--- config.mk ---
export PLATFORM = sky130hd
export DESIGN_NAME = ifetch_queue
export DESIGN_NICKNAME = d
export VERILOG_FILES = /design/src/rtl/ifq_pkg.sv /design/src/rtl/ifq_fifo.sv /design/src/rtl/ifetch_queue.sv
export SDC_FILE = /design/constraint.sdc
export NUM_CORES = 1
export LEC_CHECK = 0
export CAP_MARGIN = 0
export CORE_MARGIN = 2
export CORE_UTILIZATION = 45
export DETAILED_ROUTE_END_ITERATION = 10
export PLACE_DENSITY = 0.69
export SLEW_MARGIN = 20
export SYNTH_ARGS = -nofsm -noshare
export SYNTH_HDL_FRONTEND = slang
export SYNTH_SLANG_ARGS = --single-unit
--- constraint.sdc ---
create_clock -name i_clk -period 6.8 [get_ports i_clk]
set_clock_uncertainty 0.1 [all_clocks]
set_input_delay 1.36 -clock i_clk [delete_from_list [all_inputs] [get_ports i_clk]]
set_output_delay 1.36 -clock i_clk [all_outputs]
set_load 0.03 [all_outputs]
--- src/rtl/ifq_pkg.sv ---
// Purpose : shared types and constants for the instruction-fetch queue.
// Latency : n/a (declarations only).
// Backpr. : n/a.
// Contents: default XLEN, instruction size in bytes, the NOP encoding and
//           the {pc, insn} fetch entry layout at the default width.
package ifq_pkg;

   localparam int          XLEN       = 32;
   localparam int          INSN_BYTES = 4;
   localparam logic [31:0] NOP_INSN   = 32'h0000_0013;  // addi x0, x0, 0

   typedef struct packed {
      logic [XLEN-1:0] pc;
      logic [XLEN-1:0] insn;
   } fetch_entry_t;

endpackage

--- src/rtl/ifq_fifo.sv ---
// Purpose : DEPTH-entry circular buffer of fetch entries with flush.
// Latency : a push at edge N is visible on o_rdata from cycle N+1.
// Backpr. : caller must not push when o_full or pop when o_empty.
// Ports   : i_clk/i_rst (sync, active-high), i_flush clears pointers and
//           count, i_push/i_wdata write at the tail, i_pop advances the
//           head, o_rdata is the head entry, o_count/o_full/o_empty status.
module ifq_fifo #(
   parameter  int W     = 64,
   parameter  int DEPTH = 4,
   localparam int PW    = $clog2(DEPTH),
   localparam int CW    = PW + 1
) (
   input  logic          i_clk,
   input  logic          i_rst,
   input  logic          i_flush,
   input  logic          i_push,
   input  logic [W-1:0]  i_wdata,
   input  logic          i_pop,
   output logic [W-1:0]  o_rdata,
   output logic [CW-1:0] o_count,
   output logic          o_full,
   output logic          o_empty
);

   logic [W-1:0]  mem_q [DEPTH];
   logic [PW-1:0] wptr_q, rptr_q;
   logic [CW-1:0] cnt_q;

   // Storage needs no reset: only entries below the count are ever read.
   always_ff @(posedge i_clk) begin
      if (i_push && !i_flush && !i_rst) begin
         mem_q[wptr_q] <= i_wdata;
      end
   end

   // DEPTH is a power of two, so the pointers wrap by plain overflow.
   always_ff @(posedge i_clk) begin
      if (i_rst || i_flush) begin
         wptr_q <= '0;
         rptr_q <= '0;
         cnt_q  <= '0;
      end else begin
         if (i_push) wptr_q <= wptr_q + PW'(1);
         if (i_pop)  rptr_q <= rptr_q + PW'(1);
         unique case ({i_push, i_pop})
            2'b10:   cnt_q <= cnt_q + CW'(1);
            2'b01:   cnt_q <= cnt_q - CW'(1);
            default: cnt_q <= cnt_q;
         endcase
      end
   end

   assign o_rdata = mem_q[rptr_q];
   assign o_count = cnt_q;
   assign o_full  = (cnt_q == CW'(DEPTH));
   assign o_empty = (cnt_q == '0);

endmodule

--- src/rtl/ifetch_queue.sv ---
// Purpose : fetch front end; owns the fetch PC, issues word reads and
//           queues {pc, insn} pairs for decode. Optional macro
//           IFQ_BYPASS_EN forwards a memory return straight to decode when
//           the queue is empty.
// Latency : 1 cycle memory-to-decode (0 cycles with IFQ_BYPASS_EN, empty).
// Backpr. : o_imem_req drops while the queue is full; decode stalls via
//           i_insn_rdy, head outputs hold steady while stalled.
// Ports   : i_clk/i_rst sync active-high; o_imem_addr/o_imem_req and
//           i_imem_rdata/i_imem_vld to instruction memory; i_redirect and
//           i_redirect_pc flush and restart fetch; o_insn/o_insn_pc/
//           o_insn_vld/i_insn_rdy to decode; o_count is queue occupancy.
module ifetch_queue
   import ifq_pkg::*;
#(
   parameter  int              XLEN         = ifq_pkg::XLEN,
   parameter  int              DEPTH        = 4,
   parameter  logic [XLEN-1:0] RESET_VECTOR = '0,
   localparam int              CW           = $clog2(DEPTH) + 1
) (
   input  logic            i_clk,
   input  logic            i_rst,
   output logic [XLEN-1:0] o_imem_addr,
   output logic            o_imem_req,
   input  logic [XLEN-1:0] i_imem_rdata,
   input  logic            i_imem_vld,
   input  logic            i_redirect,
   input  logic [XLEN-1:0] i_redirect_pc,
   output logic [XLEN-1:0] o_insn,
   output logic [XLEN-1:0] o_insn_pc,
   output logic            o_insn_vld,
   input  logic            i_insn_rdy,
   output logic [CW-1:0]   o_count
);

   // Same layout as ifq_pkg::fetch_entry_t, sized by this instance's XLEN.
   typedef struct packed {
      logic [XLEN-1:0] pc;
      logic [XLEN-1:0] insn;
   } entry_t;

   logic [XLEN-1:0] fetch_pc_q, fetch_pc_d;
   entry_t          wr_entry, head_entry, out_entry;
   logic            fifo_empty, fifo_full;
   logic            fetch_fire, push, fifo_pop, vld_raw;

   assign o_imem_req  = ~fifo_full;
   assign o_imem_addr = fetch_pc_q;

   // A word is accepted from memory whenever it is offered, we asked for
   // it and no redirect is discarding the current fetch stream.
   assign fetch_fire = o_imem_req & i_imem_vld & ~i_redirect;

   assign wr_entry.pc   = fetch_pc_q;
   assign wr_entry.insn = i_imem_rdata;

`ifdef IFQ_BYPASS_EN
   logic byp;
   // Empty queue: the returning word is the head this very cycle. If
   // decode takes it now it never touches the storage.
   assign byp       = fifo_empty & fetch_fire;
   assign vld_raw   = ~fifo_empty | byp;
   assign out_entry = fifo_empty ? wr_entry : head_entry;
   assign push      = fetch_fire & ~(byp & i_insn_rdy);
`else
   assign vld_raw   = ~fifo_empty;
   assign out_entry = head_entry;
   assign push      = fetch_fire;
`endif

   // Gated by reset so decode sees nothing while reset is held.
   assign o_insn_vld = vld_raw & ~i_rst;
   assign o_insn     = o_insn_vld ? out_entry.insn : XLEN'(NOP_INSN);
   assign o_insn_pc  = o_insn_vld ? out_entry.pc   : '0;

   // Only queued entries are popped; a bypassed word leaves no entry.
   assign fifo_pop = ~fifo_empty & o_insn_vld & i_insn_rdy;

   always_comb begin
      fetch_pc_d = fetch_pc_q;
      if (i_redirect) begin
         fetch_pc_d = {i_redirect_pc[XLEN-1:2], 2'b00};
      end else if (fetch_fire) begin
         fetch_pc_d = fetch_pc_q + XLEN'(INSN_BYTES);
      end
   end

   always_ff @(posedge i_clk) begin
      if (i_rst) begin
         fetch_pc_q <= RESET_VECTOR;
      end else begin
         fetch_pc_q <= fetch_pc_d;
      end
   end

   ifq_fifo #(
      .W     ($bits(entry_t)),
      .DEPTH (DEPTH)
   ) u_fifo (
      .i_clk   (i_clk),
      .i_rst   (i_rst),
      .i_flush (i_redirect),
      .i_push  (push),
      .i_wdata (wr_entry),
      .i_pop   (fifo_pop),
      .o_rdata (head_entry),
      .o_count (o_count),
      .o_full  (fifo_full),
      .o_empty (fifo_empty)
   );

endmodule
=== After elaboration in Yosys (flattened, before gate mapping) ===
Memories as Yosys holds them, arrays and structs flattened. A register that Yosys moved wholly into a read port is not among the register bits.
Cells that the tools add are included.

* Flip-flop bits (word level): 39
* Memory bits (writable): 256
* Memories: 1

* Bitwise gates (word level): 9
* Add/subtract/negate cells: 5
* Multiplexer cells: 9
* Equality and inequality tests: 3
* Reduce and logical (&&, ||, !) cells: 9

{| class="wikitable"
|+ Memory list
! name !! depth !! width !! read ports !! clocked after Yosys merged registers in !! write ports !! RTL line !! text
|-
| u_fifo.mem_q || 4 || 64 || 1 || 1 || 1 || ifq_fifo.sv:25 || <nowiki>logic [W-1:0] mem_q [DEPTH];</nowiki>
|}

{| class="wikitable"
|+ Operators by type and width
! cell !! number
|-
| 32-bit two-way mux || 4
|-
| 32-bit by 3-bit adder with 32-bit output (second input constant) || 1
|-
| 3-bit one-hot mux with 2 select lines || 1
|-
| 1-bit AND || 5
|-
| 2-bit by 1-bit adder with 2-bit output (second input constant) || 2
|-
| 2-bit two-way mux || 2
|-
| 1-bit NOT || 4
|-
| 2-bit nonzero test || 2
|-
| 3-bit by 1-bit adder with 3-bit output (second input constant) || 1
|-
| 3-bit equality test (second input constant) || 1
|-
| 3-bit logical NOT || 1
|-
| 3-bit by 1-bit subtractor with 3-bit output (second input constant) || 1
|-
| 2-bit by 1-bit equality test with 1-bit output (second input constant) || 1
|-
| 2-bit equality test (second input constant) || 1
|-
| 1-bit logical AND || 2
|-
| 1-bit logical NOT || 2
|-
| 1-bit two-way mux || 2
|-
| 2-bit OR reduction || 1
|-
| 1-bit logical OR || 1
|}

=== Depth between registers and ports, before layout ===
* Word-level depth: 8
* Gate-level depth with buffers: 11
* Mapped depth without buffers: 10

=== Modules after synthesis ===
Synthesis repeated with hierarchy kept, for this count alone.

* Cell total of the unflattened synthesis: 677
* Area, all modules: 11,966.5 um^2

{| class="wikitable"
|+ By module, submodules not included
! module !! area an instance (um^2) !! cells an instance !! seq. area each (um^2) !! times used
|-
| ifq_fifo || 9,754.4 || 383 || 7,867.5 || 1
|-
| ifetch_queue || 2,212.1 || 294 || 600.6 || 1
|}

=== Least setup slack after synthesis ===
No wires, ideal clock.

* Path kind: input to register
* Start point: input port i_imem_vld
* End point: memory u_fifo.mem_q[0][0] (enable)
* Required time: 6,273 ps
* Slack: 2,837 ps
* Cell stages on the path: 4
* Arrival time: 3,436 ps
* Path through: buf_2 > and2_1 > clkbuf_1 > and3_1

* Cells in the longest elaborated chain, start to end: 6

{| class="wikitable"
|+ Ends and longest elaborated chain
! item !! RTL line !! text
|-
| from (decl) || ifetch_queue.sv:25 || <nowiki>input logic i_imem_vld,</nowiki>
|-
| 1-bit AND (2 in series) || ifetch_queue.sv:51 || <nowiki>assign fetch_fire = o_imem_req & i_imem_vld & ~i_redirect;</nowiki>
|-
| 1-bit logical AND (2 in series) || ifq_fifo.sv:31 || <nowiki>if (i_push && !i_flush && !i_rst) begin</nowiki>
|-
| 1-bit two-way mux || ifq_fifo.sv:31 ||
|-
| 1-bit two-way mux (not written as such) || ifq_fifo.sv:32 || <nowiki>mem_q[wptr_q] <= i_wdata;</nowiki>
|-
| to (decl) || ifq_fifo.sv:25 ||
|}

Every way passes these cells.

=== Final worst setup path ===
* Start point: input port i_rst
* End point: output port o_insn_pc[17]

* Cells in the longest elaborated chain, start to end: 3

{| class="wikitable"
|+ Ends and longest elaborated chain
! item !! RTL line !! text
|-
| from (decl) || ifetch_queue.sv:21 || <nowiki>input logic i_rst,</nowiki>
|-
| 1-bit NOT || ifetch_queue.sv:71 || <nowiki>assign o_insn_vld = vld_raw & ~i_rst;</nowiki>
|-
| 1-bit AND || ifetch_queue.sv:71 ||
|-
| 32-bit two-way mux || ifetch_queue.sv:73 || <nowiki>assign o_insn_pc = o_insn_vld ? out_entry.pc : '0;</nowiki>
|-
| to (decl) || ifetch_queue.sv:29 || <nowiki>output logic [XLEN-1:0] o_insn_pc,</nowiki>
|}

Every way passes these cells.

==> run metrics <==
status completed; Synthesis Warnings 0; RSZ-0062 raised after global routing no; Initial DRT Pass Iterations 5; synthesized instance count roughly 660; crit-path cells clkdlybuf4s50_1 -> buf_4 -> nor2_4 -> buf_4 -> and2_1 -> clkdlybuf4s50_1; Hold-fix buffers, CTS 0; Primary FF master, synth edfxtp_1; #FFs+latches synth 287; Core Util, Final a little under three fifths; Worst Path Arrival between 3 and 4 ns; gr ovfl total 0; EDFF count, synth 248; GPL Wtd Cong around 0.79; final setup vio count 0; final hold vios 0; routed len/inst between 20 and 25 um; slowest stage cell, crit path clkdlybuf4s50_1; Final TNS setup 0 ns; Reg2Reg Setup Slack about 3.5 ns; GRT Total Usage 17.97%; HP Class flip-flop to flip-flop; Core Box Area 0.02518 mm2; Worst Max-Slew Pin Slew 1.042 ns; PwrDens approximately 260 mW/mm2; Post-DP HPWL 14490 um; root buf cell clkbuf_16; hold endpoint u_fifo.wptr_q[1]; vias in the first global route approximately 6.6k; top-area cell type share of the netlist area between 60% and 70%; WHS Path Cells 2; CTS sink cnt ~290; Overall Power about 3700 uW; DR iter-0 viols 377; CTS tree built; synthesized area per cell approximately 18 um2; Worst setup startpoint i_rst; clock slew at reported path FFs about 0.060 ns; Area Growth Syn to Fin 24.52%; initial core utilization a little under half; pin count of the biggest net entering global routing 63; Startpoint Class input pin; Max IR drop VDD 141.0 uV; critical path type input pin to output pin; largest cells by area after synthesis edfxtp_1, mux4_2, dfxtp_1; first-pass GRT wire length approximately 37000 um; most instantiated cells after synthesis edfxtp_1, mux4_2, and2_1, dfxtp_1; Setup crit end kind output pin; via count 6327; total CTS buffers 29; Bufs on Longest Clock Path 3; CP peak stage delay around 0.67 ns; area leader, netlist edfxtp_1; Worst-Skew Late Latency ~0.53 ns; routed wire length between 20000 and 25000 um; max-slew headroom at the worst pin about 31%; non-filler cells, final ~1.2k; Hold Crit Start u_fifo.wptr_q[1]; max cap viols 0; Yosys cell types 43; final period utilization about four fifths; r2r startpoint u_fifo.o_count[2]; drt drc 0; Ports between 150 and 200; pins over their slew limit 0; sequential share of the synthesized area a little under three quarters; fin crit period roughly 5.3 ns; FP Rows 58; Async SR Flop Fraction 0%; achievable clock frequency ~190 MHz; Antenna Nets Post-Route 0; H-tree levels 1; top-count cell post-synth edfxtp_1; Static Leak approximately 0.0045 uW; R2R Path End u_fifo.o_count[2]; CTS resizes 0; nets between 800 and 900; Antenna Diode Count 0; Reg2Reg Depth 10; DP Cell Count between 1k and 1.5k; die span in x 164.3 um; share of cells above drive strength 1 ~16%; initial antenna violation count 0; die height 164.3 um; Post-Synthesis Cell Area between 0.01 and 0.015 mm2; worst path required time roughly 5.3 ns; setup bufs post-CTS 0; Crit Path Max Fanout 39; Total Die Area around 0.027 mm2; Via density about 5.4; Port Buf Inserts ~160
## kinds of logic (layout without fill, tap and decap cells)
kind of cell               Yosys count  count (layout)  synth area share, %
DFF                                287             287                71.20
xor gates and xnor gates            32              32                2.425
other                                1               4              0.03245
buffers and inverters               51             231                2.079
muxes                               64              64                12.26
AOI/OAI and AO/OA                   35              35                2.014
and+or+nand+nor                    182             182                9.171
adders and majority gates            7               7               0.8229
## critical path: cells and delay by family
family	cells	cell delay, ns
buffers and inverters	4	1.76
AND/OR/NAND/NOR	2	0.69
## layout make-up
type                            count  area, um2
Clock inverter                     14      142.6
Tap cell                          330      412.9
Clock buffer                       39      773.2
Multi-Input combinational cell    324       3127
Inverter                           12      45.04
Timing Repair Buffer              166       1654
Fill cell                        1955      10790
Sequential cell                   287       8235
## power by group
group / internal [uW] / total, uW / leakage, uW / switching, uW
combinational: 98.0 / 206 / 0.00146 / 108
sequential: 1940 / 1980 / 0.00256 / 35.4
clock: 907 / 1540 / 0.000456 / 629
total: 2950 / 3720 / 0.00448 / 772
## cells in the final DEF, fill, tap and decap left out, types with 14 or more instances in the layout
cell type	count
xnor2_1	26
clkbuf_16	29
nand2_1	32
mux4_2	62
edfxtp_1	248
dfxtp_1	37
nor2_1	31
a211oi_1	14
clkdlybuf4s50_1	163
and2_1	61
## flip-flops by register name, summed over array words and instances, names as in the netlist, named ones only
name	flops
u_fifo.mem_q	248
u_fifo.rptr_q	2
o_imem_addr	30
u_fifo.o_count	3
u_fifo.wptr_q	2
## worst max-delay path by stage
| stage | end | slack (ns) |
|---|---|---|
| 5_1_grt | o_insn_pc[30] | 1.28 |
| 3_5_place_dp | o_insn_pc[18] | 1.43 |
| 4_1_cts | o_insn_pc[18] | 1.42 |
| 3_3_place_gp | o_insn_pc[18] | 1.45 |
| 6_report | o_insn_pc[17] | 1.48 |
| 2_1_floorplan | u_fifo.mem_q[0][0] | 2.84 |
## metal layers
layer	part of all wire (%)	global-route usage (%)
met1	43	24.75
met2	49	30.28
met3	6.3	2.955
met4	1.2	3.947
met5	0	0
## metrics by stage
stage,setup WS [ns],instance area (um2),hold WS [ns]
2_1_floorplan,2.837,11570,0.3692
3_3_place_gp,1.448,13470,0.3771
3_5_place_dp,1.434,13470,0.3940
4_1_cts,1.421,14390,0.4020
5_1_grt,1.280,14390,0.4491
6_report,1.480,14390,0.4046
Power figures use the tool's default switching activity.
